$ cat src/rtl/quantum_scheduler.sv
// ---------------------------------------------------------------------------
// quantum_scheduler
//   Round-robin time-slice scheduler for a small multi-process core. It tracks
//   which process slots are ready, counts user instructions retired in the
//   current slice, and hands control to the OS through save/load handshakes
//   when a process ends or (optionally) its quantum expires.
//
//   Build option: define QUANTUM_PREEMPT_EN to enable quantum preemption.
//   Without it the scheduler is cooperative: quantum_cnt still counts
//   (saturating at 31), and only end_proc leaves RUN.
//
// Ports
//   i_clock          rising-edge system clock
//   i_reset          synchronous active-high reset
//   i_instr_retired  one-cycle pulse per completed user instruction
//   i_end_proc       running process executed its halt
//   i_proc_create    mark slot i_create_pid ready
//   i_create_pid     slot to create
//   i_ctx_done       OS finished the requested save/load
//   i_pc_curr        PC proposed by the user datapath
//   o_enable_so      OS mode active (every state except RUN)
//   o_pc_new         PC to fetch: SO_PC in OS mode, else i_pc_curr
//   o_cur_pid        running process
//   o_next_pid       process selected for load
//   o_save_req       ask OS to save context of o_cur_pid
//   o_load_req       ask OS to restore context of o_next_pid
//   o_quantum_cnt    instructions retired in the current slice
// ---------------------------------------------------------------------------
module quantum_scheduler #(
    parameter int          NUM_PROC = 8,
    parameter int          QUANTUM  = 20,
    parameter logic [31:0] SO_PC    = 32'd3
) (
    input  logic        i_clock,
    input  logic        i_reset,
    input  logic        i_instr_retired,
    input  logic        i_end_proc,
    input  logic        i_proc_create,
    input  logic [2:0]  i_create_pid,
    input  logic        i_ctx_done,
    input  logic [31:0] i_pc_curr,
    output logic        o_enable_so,
    output logic [31:0] o_pc_new,
    output logic [2:0]  o_cur_pid,
    output logic [2:0]  o_next_pid,
    output logic        o_save_req,
    output logic        o_load_req,
    output logic [4:0]  o_quantum_cnt
);

    typedef enum logic [2:0] {
        S_IDLE,
        S_RUN,
        S_SAVE,
        S_SELECT,
        S_LOAD
    } state_t;

    localparam logic [4:0] QLAST = 5'(QUANTUM - 1);
    localparam logic [4:0] QSAT  = 5'd31;

    state_t              r_state, w_state_nxt;
    logic [NUM_PROC-1:0] r_ready, w_ready_nxt;
    logic [2:0]          r_cur_pid, w_cur_pid_nxt;
    logic [2:0]          r_next_pid, w_next_pid_nxt;
    logic [4:0]          r_qcnt, w_qcnt_nxt;
    logic                w_found;
    logic [2:0]          w_pick;

    // Round-robin scan starting just after the running slot and ending on
    // it, so a process that is still ready is only re-picked when nobody
    // else is waiting.
    always_comb begin
        logic [2:0] v_idx;
        v_idx   = '0;
        w_found = 1'b0;
        w_pick  = r_cur_pid;
        for (int k = 1; k <= NUM_PROC; k++) begin
            v_idx = 3'((int'(r_cur_pid) + k) % NUM_PROC);
            if (!w_found && r_ready[v_idx]) begin
                w_found = 1'b1;
                w_pick  = v_idx;
            end
        end
    end

    always_comb begin
        w_state_nxt    = r_state;
        w_ready_nxt    = r_ready;
        w_cur_pid_nxt  = r_cur_pid;
        w_next_pid_nxt = r_next_pid;
        w_qcnt_nxt     = r_qcnt;
        case (r_state)
            S_IDLE: begin
                if (|r_ready) w_state_nxt = S_SELECT;
            end
            S_RUN: begin
                // A halting process leaves without a save; this takes
                // priority over a quantum expiry in the same cycle.
                if (i_end_proc) begin
                    w_ready_nxt[r_cur_pid] = 1'b0;
                    w_qcnt_nxt             = '0;
                    w_state_nxt            = S_SELECT;
                end else if (i_instr_retired) begin
`ifdef QUANTUM_PREEMPT_EN
                    if (r_qcnt == QLAST) begin
                        w_qcnt_nxt  = '0;
                        w_state_nxt = S_SAVE;
                    end else begin
                        w_qcnt_nxt = r_qcnt + 5'd1;
                    end
`else
                    if (r_qcnt != QSAT) w_qcnt_nxt = r_qcnt + 5'd1;
`endif
                end
            end
            S_SAVE: begin
                if (i_ctx_done) w_state_nxt = S_SELECT;
            end
            S_SELECT: begin
                if (w_found) begin
                    w_next_pid_nxt = w_pick;
                    w_state_nxt    = S_LOAD;
                end else begin
                    w_state_nxt = S_IDLE;
                end
            end
            S_LOAD: begin
                if (i_ctx_done) begin
                    w_cur_pid_nxt = r_next_pid;
                    w_state_nxt   = S_RUN;
                end
            end
            default: w_state_nxt = S_IDLE;
        endcase
        // Applied last so a create wins over an end_proc clearing the
        // same slot.
        if (i_proc_create) w_ready_nxt[i_create_pid] = 1'b1;
    end

    always_ff @(posedge i_clock) begin
        if (i_reset) begin
            r_state    <= S_IDLE;
            r_ready    <= '0;
            r_cur_pid  <= '0;
            r_next_pid <= '0;
            r_qcnt     <= '0;
        end else begin
            r_state    <= w_state_nxt;
            r_ready    <= w_ready_nxt;
            r_cur_pid  <= w_cur_pid_nxt;
            r_next_pid <= w_next_pid_nxt;
            r_qcnt     <= w_qcnt_nxt;
        end
    end

    assign o_enable_so   = (r_state != S_RUN);
    assign o_save_req    = (r_state == S_SAVE);
    assign o_load_req    = (r_state == S_LOAD);
    assign o_pc_new      = o_enable_so ? SO_PC : i_pc_curr;
    assign o_cur_pid     = r_cur_pid;
    assign o_next_pid    = r_next_pid;
    assign o_quantum_cnt = r_qcnt;

    logic w_unused;
    assign w_unused = ^QSAT ^ ^QLAST;

endmodule

$ cat config.mk
export PLATFORM = sky130hd
export DESIGN_NAME = quantum_scheduler
export DESIGN_NICKNAME = d
export VERILOG_FILES = /design/src/rtl/quantum_scheduler.sv
export SDC_FILE = /design/constraint.sdc
export NUM_CORES = 1
export LEC_CHECK = 0
export BUFFER_PORTS_ARGS = -buffer_cell sky130_fd_sc_hd__buf_4
export CAP_MARGIN = 25
export CELL_PAD_IN_SITES_DETAIL_PLACEMENT = 1
export CELL_PAD_IN_SITES_GLOBAL_PLACEMENT = 1
export CORE_MARGIN = 4
export CORE_UTILIZATION = 35
export CTS_BUF_LIST = sky130_fd_sc_hd__clkbuf_8
export DETAILED_ROUTE_END_ITERATION = 10
export GPL_TIMING_DRIVEN = 1
export PLACE_DENSITY = 0.82
export SYNTH_ARGS = -nofsm -noshare
export SYNTH_HDL_FRONTEND = slang
export SYNTH_SLANG_ARGS = --single-unit
$ cat constraint.sdc
create_clock -name i_clock -period 3.7 [get_ports i_clock]
set_input_delay 0.555 -clock i_clock [delete_from_list [all_inputs] [get_ports i_clock]]
set_output_delay 0.555 -clock i_clock [all_outputs]
set_load 0.02 [all_outputs]
# Word level (Yosys, flattened, before mapping)
# Cells that the tools add are included.
op_classes:
  addsub: 9
  n_lt_le_gt_ge: 12
  n_eq_ne: 10
  n_mux: 49
  n_bitwise: 3
  n_reduce_logical: 24
ops:
  columns: ["operator", "count"]
  rows:
  - ["$lt A3 B4 Y1 const B", 10]
  - ["$mux W3", 13]
  - ["$mux W32", 1]
  - ["$bmux W1 S3", 8]
  - ["$mux W8", 3]
  - ["$mux W1", 18]
  - ["$mux W5", 3]
  - ["$pmux W3 S5", 1]
  - ["$add A3 B3 Y3 const B", 4]
  - ["$logic_and A1 B1 Y1", 9]
  - ["$and A8 B8 Y8", 1]
  - ["$ne A2 B2 Y1 const B", 4]
  - ["$not A8 Y8", 1]
  - ["$or A8 B8 Y8", 1]
  - ["$reduce_or A8 Y1", 1]
  - ["$logic_not A1 Y1", 7]
  - ["$add A3 B1 Y3 const B", 2]
  - ["$add A3 B2 Y3 const B", 2]
  - ["$demux W1 S3", 2]
  - ["$eq A3 B2 Y1 const B", 2]
  - ["$ge A3 B1 Y1 const B", 2]
  - ["$add A5 B1 Y5 const B", 1]
  - ["$ne A5 B5 Y1 const B", 1]
  - ["$reduce_and A2 Y1", 2]
  - ["7 further kinds", 8]
word_totals:
  ff_bits: 22
  inputBits: 41
  out_inout_bits: 46
  elab_cells: 112

# Longest topological paths before layout
# Gate-level depths: netlist of run 1.
logic_depth:
  word_depth: 27
  ltp_mapped: 12
  mapped_depth_nobuf: 9

# Worst setup path before layout of run 1
# No wires, ideal clock.
synth_path:
  path_kind: "register to register"
  start: "reg r_cur_pid[0], in the netlist o_cur_pid[0]"
  end: "reg r_next_pid[0], in the netlist o_next_pid[0]"
  setup_ps: 128
  t_arrival_ps: 2650
  required_ps: 3572
  setup_slack_ps: 923
  path_stages_with_launch: 13
  n_path_buf: 3
  period_less_slack_ps: 2777
  path_cell_list: "dfxtp_1 -> buf_6 -> buf_2 -> inv_1 -> ha_1 -> buf_2 -> mux4_2 -> mux2_2 -> a211oi_2 -> o21ai_1 -> xnor2_1 -> mux2i_1 -> nor2_1"
synth_between:
  elab_chain_cells: 26
  word_cells_on_any_way: 55
  classes_between: "add/sub (8); mux (32); reduce/logical (15)"
synth_rtl:
  columns: ["element", "line", "source"]
  rows:
  - ["start: declaration", "64", "logic [2:0] r_cur_pid, w_cur_pid_nxt;"]
  - ["start signal: assignment", "151", "r_cur_pid <= w_cur_pid_nxt;"]
  - ["$add A3 B1 Y3", "79", "v_idx = 3'((int'(r_cur_pid) + k) % NUM_PROC);"]
  - ["$bmux W1 S3", "80", "if (!w_found && r_ready[v_idx]) begin"]
  - ["$mux W1 (not written as such)", "80", null]
  - ["$mux W1", "80", null]
  - ["$logic_not A1 Y1", "80", null]
  - ["$logic_and A1 B1 Y1", "80", null]
  - ["$mux W1", "80", null]
  - ["$logic_not A1 Y1", "80", null]
  - ["[10 not listed]", null, null]
  - ["$mux W1", "80", null]
  - ["$logic_not A1 Y1", "80", null]
  - ["$logic_and A1 B1 Y1", "80", null]
  - ["$mux W1", "80", null]
  - ["$logic_not A1 Y1", "80", null]
  - ["$logic_and A1 B1 Y1", "80", null]
  - ["$mux W1", "80", null]
  - ["$reduce_and A2 Y1 (no line)", null, null]
  - ["end signal: assignment", "152", "r_next_pid <= w_next_pid_nxt;"]
  - ["end: declaration", "65", "logic [2:0] r_next_pid, w_next_pid_nxt;"]
# Several ways; a longest one is shown, not always the timed one. The select of a mux whose other input is x is not followed.
# A chain may end at the register's enable or synchronous reset.

# Final worst setup path of run 1
layout_path:
  start: "reg r_cur_pid[0], in the netlist o_cur_pid[0]"
  end: "reg r_next_pid[2], in the netlist o_next_pid[2]"
# The elaborated chain is that of the path after synthesis.

==> results_dict.tcl, run 1 <==
set metrics [dict create \
    area_growth_pct 37.6 \
    cts_max_path_buffers 2 \
    slew_headroom_pct 64.5 \
    drc 0 \
    setup_tns_ns 0 \
    skew_ns 0.00292 \
    nNetsFinal 373 \
    synth.area.top_cells "dfxtp_1 (22%), mux4_2 (11%), and2_1 (9.7%)" \
    rsz0062_at_grt "false" \
    worst_skew_pair.late_latency_ns 0.26 \
    synth_async_sr_flop_share_pct 0 \
    critPathLaunch "o_cur_pid[0]" \
    track_usage_pct 19.8 \
    hp-start "o_next_pid[2]" \
    place_hpwl_um 5630 \
    max_freq_ghz 0.340 \
    cts_tree "built" \
    path_clk_slew_ns 0.08 \
    max-cap-violations 0 \
    synth_area_mm2 0.00200 \
    wl_per_cell_um 17.3 \
    slowest_stage "ha_1" \
    grt_pass1_wl_um 11300 \
    vias_per_cell 5.39 \
    core_area_mm2 0.00551 \
    synth-main-ff-cell "dfxtp_1" \
    die_width_um 83.5 \
    arrival_ns 3.11 \
    gp_congestion 0.947 \
    antenna_found_initial 0 \
    p_per_area_mw_per_mm2 323 \
    ir_drop_mv 0.150 \
    crit_fanout 16 \
    drive_gt1_share_pct 35.0 \
    critPathRequiredTime_ns 3.86 \
    fillCellCount 680 \
    clock-root-buffer "clkbuf_8" \
    synth_edf_count 0 \
    setup_ws_ns 0.756 \
    holdWs_ns 0.508 \
    drv_slew 0 \
    synth_cell_types 44 \
    setup_viol 0 \
    dieHeight_um 83.5 \
    vias 2129 \
    start_util_pct 36.2 \
    cts_buffers 3 \
    hold_class "reg -> reg" \
    die_area_mm2 0.00697 \
    pre_cts_slack_ns 0.774 \
    global_route.overflow_total 0 \
    synth.yosys.warnings 0 \
    post_cts_resized 0 \
    dp_cells 391 \
    synthesis.nets 291 \
    fin_crit_ns 2.94 \
    slowest_delay_ns 0.62 \
    yosysTopAreaCellShare_pct 22.1 \
    layout.cells.non_filler 395 \
    rows 27 \
    ant_nets 0 \
    drt_iter0_markers 68 \
    htree_levels 1 \
    portBuffers 86 \
    grt_max_degree 37 \
    crit_path_start_kind "flop" \
    path_cells "buf_4 > inv_1 > ha_1 > mux4_2 > and2_4 > o221a_1 > a222oi_1 > a21oi_1 > o21ai_1 > o2bb2ai_1" \
    drt-total-wl_um 6830 \
    first_pass_iters 4 \
    ios 87 \
    hold_violations 0 \
    synth_top_area_cell "dfxtp_1" \
    crit_path_end_kind "flop" \
    grt_pass1_vias 2262 \
    p_leak_uw 0.00120 \
    worst_pin_slew_ns 0.532 \
    antenna_cells 0 \
    ys_seq_area_share_pct 22.1 \
    rr_startpoint "o_cur_pid[0]" \
    status "finished clean" \
    netlist_instances 242 \
    path_class "reg -> reg" \
    syn_avg_cell_area_um2 8.25 \
    cts_hold_buf 0 \
    synth-seq-cells 22 \
    cts_setup_buffers 0 \
    cts_sinks 22 \
    finalCritPeriodShare_pct 79.6 \
]
==> synthesized netlist by cell type (4+ instances only) <==
master	instances
and2_1	31
nor2_1	28
dfxtp_1	22
nand2_1	22
mux2i_1	16
o21ai_0	12
a21oi_1	11
mux4_2	10
ha_1	8
clkbuf_1	7
nor2b_1	7
a22oi_1	5
inv_1	5
a32oi_1	4
mux2_2	4
nand2b_1	4
nand4_1	4
==> worst paths after layout <==
path,depth (start not counted),slack (ns),end
min reg2reg,1,0.51,o_next_pid[2]
min,1,0.51,o_next_pid[2]
max,10,0.76,o_next_pid[2]
max reg2reg,10,0.76,o_next_pid[2]
==> cell usage in the layout, fill, tap and decap left out, types with 5 or more instances in the layout <==
master,count
mux4_2,10
o21ai_0,12
a22oi_1,5
nand2_1,22
nor2_1,28
and2_1,31
dfxtp_1,22
mux2i_1,16
ha_1,8
buf_4,89
inv_1,5
nor2b_1,7
a21oi_1,11
==> per-stage QoR <==
step / instance area, um2 / total power [uW] / utilization, %
floorplan: 2000 / 529 / -
global placement: 2690 / 712 / 48.9
detailed placement: 2690 / 722 / 48.9
CTS: 2750 / 898 / 49.9
global route: 2750 / 947 / 49.9
finish: 2750 / 886 / 49.9
==> layer usage <==
| layer | GRT usage, % | vias to the layer above | routed length, um |
|---|---|---|---|
| met5 | 0 | - | 0 |
| met4 | 4.24 | 0 | 74 |
| met3 | 3.75 | 10 | 315 |
| met2 | 35.8 | 54 | 3610 |
| met1 | 24.2 | 1034 | 2830 |
| li1 | - | 1031 | - |
==> state kept, by name, summed over array words and instances (netlist names) <==
name	cells
r_ready	8
o_quantum_cnt	5
o_cur_pid	3
o_next_pid	3
r_state	3
==> layout make-up <==
| cell class | instances | area [um2] | area share [%] |
|---|---|---|---|
| Clock buffer | 4 | 55.1 | 2.01 |
| Inverter | 5 | 18.8 | 0.684 |
| Multi-Input combinational cell | 203 | 1470 | 53.6 |
| Sequential cell | 22 | 440 | 16.0 |
| Tap cell | 72 | 90.1 | 3.28 |
| Timing Repair Buffer | 89 | 668 | 24.3 |
==> kinds of logic after synthesis <==
| group | after synthesis | share of synthesized area (%) |
|---|---|---|
| AO/OA/AOI/OAI | 47 | 15.3 |
| buffers and inverters | 17 | 4.14 |
| XOR/XNOR | 4 | 1.76 |
| AND/OR/NAND/NOR | 114 | 30.2 |
| multiplexers | 30 | 21.6 |
| flip-flops | 22 | 22.1 |
| adder cells (fa/ha/maj) | 8 | 5.02 |
==> where the power goes <==
group	internal, uW	leakage [uW]	switching, uW
registers	250	0.000179	22.5
logic	198	0.000990	243
clock network	94.9	0.0000288	78.1
total	543	0.00120	343
==> worst max-delay path: cells and delay by family, from the launching register on <==
kind,cells,cell delay [ns]
AO/OA/AOI/OAI,5,0.86
adder cells (fa/ha/maj),1,0.62
multiplexers,1,0.45
buffers and inverters,2,0.39
flip-flops,1,0.32
AND/OR/NAND/NOR,1,0.20
(Power assumes the default switching activity.)
==> run 2, diff against run 1 <==
clock period = 3 ns   (was 3.7 ns; I/O delays follow)
==> run 2 against run 1 <==
  * First-iteration DRC count grew 38%
  * Sequential power grew 23%
  * Design area grew 0.55%
  * Sequential share of layout area shrank 0.087 points
  * Utilization grew 0.27 points
  * Via count grew 1.0%
  * Critical path depth shrank 1
  * Routed wire length shrank 1.0%
  * Hold slack lost 0.031 ns
  * Global-route usage shrank 0.56 points
  * Register-to-register slack lost 0.43 ns
  * Die area is the same
  * Critical endpoint unchanged
==> results_dict.tcl, run 2 (same netlist as run 1, synthesis figures left out) <==
set metrics [dict create \
    p_per_area_mw_per_mm2 398 \
    ir_drop_mv 0.207 \
    antenna_found_initial 0 \
    cts_buffers 3 \
    internal_power_uw 670 \
    setup_viol 0 \
    arrival_ns 2.83 \
    path_depth 9 \
    setup_tns_ns 0 \
    pre_cts_slack_ns 0.355 \
    grt_pass1_wl_um 11200 \
    start_util_pct 36.2 \
    path_class "reg -> reg" \
    dieHeight_um 83.5 \
    cts_tree "built" \
    portBuffers 86 \
    ant_nets 0 \
    stdcell_area_mm2 0.00276 \
    max_freq_ghz 0.374 \
    core_area_mm2 0.00551 \
    max-cap-violations 0 \
    slowest_delay_ns 0.60 \
    vias 2151 \
    die_area_mm2 0.00697 \
    clock-root-buffer "clkbuf_8" \
    path_cells "inv_1 > ha_1 > mux4_2 > and2_4 > o221a_1 > a222oi_1 > a21oi_1 > o21ai_1 > o2bb2ai_1" \
    crit_path_start_kind "flop" \
    seq_power_share_pct 30.6 \
    slew_headroom_pct 65.7 \
    setup_ws_ns 0.327 \
    critPathLaunch "o_cur_pid[0]" \
    layout_commonest_cell "buf_4" \
    switching_share_pct 39.0 \
    track_usage_pct 19.2 \
    grt_pass1_vias 2244 \
    r2r_end "o_next_pid[2]" \
    p_comb_share_pct 49.5 \
    cts_setup_buffers 0 \
    dpl_cell_area_mm2 0.00271 \
    crit_fanout 13 \
    cp_num_buf_inv 1 \
    vias_per_cell 5.42 \
    rsz0062_at_grt "false" \
    top_register "r_ready" \
    cts_max_path_buffers 2 \
    worst_skew_pair.late_latency_ns 0.27 \
    ios 87 \
    p_sw_uw 429 \
    p_leak_uw 0.00121 \
    r2r_cells 9 \
    fin_crit_ns 2.67 \
    hold_violations 0 \
    cts_hold_buf 0 \
    crit_path_end_kind "flop" \
    endpoint "o_next_pid[2]" \
    met3_usage_pct 4.34 \
    gr-usage-met2_pct 34.8 \
    drc 0 \
    skew_ns 0.00758 \
    grt_max_degree 37 \
    worst_pin_slew_ns 0.513 \
    finalCritPeriodShare_pct 89.1 \
    holdWs_ns 0.478 \
    r2r_slack_ns 0.33 \
    post_cts_resized 0 \
    die_width_um 83.5 \
    p_clk_share_pct 19.9 \
    rr_startpoint "o_cur_pid[0]" \
    htree_levels 1 \
    critPathRequiredTime_ns 3.15 \
    met1_usage_pct 23.3 \
    first_pass_iters 4 \
    finish.utilization_pct 50.1 \
    drt-total-wl_um 6760 \
    path_clk_slew_ns 0.09 \
    place_hpwl_um 5480 \
    nNetsFinal 375 \
    antenna_cells 0 \
    wl_per_cell_um 17.0 \
    drt_iter0_markers 94 \
    rows 27 \
    slowest_stage "ha_1" \
    status "finished clean" \
    gp_congestion 0.800 \
    largest_register_ffs 8 \
    drive_gt1_share_pct 35.4 \
    hold_class "in -> reg" \
    global_route.overflow_total 0 \
    crit_family "compound AO/OA/AOI/OAI gates" \
    area_growth_pct 38.3 \
    grt.busiest_layer "met2" \
    drv_slew 0 \
    final_cell_mix "buf_4 (91), and2_1 (31), nor2_1 (28), nand2_1 (22), dfxtp_1 (22)" \
    cts_sinks 22 \
]
==> run 2: worst min-delay path by stage <==
stage,startpoint,endpoint,depth (start not counted)
final,i_create_pid[1],r_ready[6],3
after detailed placement,o_next_pid[2],o_next_pid[2],1
after floorplan,r_ready[7],r_ready[7],2
after CTS,i_ctx_done,r_state[2],3
after global routing,i_create_pid[0],r_ready[5],3
after global placement,o_next_pid[2],o_next_pid[2],1
==> run 2: cell type report <==
| cell class | count | area [um2] |
|---|---|---|
| fillers | 670 | 2750 |
| multi-input cells | 203 | 1470 |
| repair buffers | 91 | 683 |
| flip-flops and latches | 22 | 440 |
| well taps | 72 | 90.1 |
| clock buffers | 4 | 55.1 |
| inverters | 5 | 18.8 |
==> run 2: tightest hold or removal path, cell delays in order <==
cell and delay (ns):
buf_4 0.11, a32oi_1 0.09, nor2_1 0.07
==> run 2: through the flow <==
| step | total power [uW] | std cells |
|---|---|---|
| global placement | 880 | 393 |
| finish | 1100 | 397 |
| CTS | 1110 | 397 |
| detailed placement | 890 | 393 |
| floorplan | 653 | 242 |
| global route | 1170 | 397 |
==> run 2: routing by layer <==
layer,vias up,wire length [um]
li1,1036,-
met3,7,397
met2,67,3670
met1,1041,2630
met5,-,0
met4,0,61
==> run 2: power by group through the flow <==
stage          clock, uW  combinational [uW]  sequential (uW)
2_1_floorplan          0                 316              337
3_3_place_gp           0                 538              341
3_5_place_dp           0                 547              343
4_1_cts              223                 550              336
5_1_grt              236                 590              340
6_report             218                 545              337
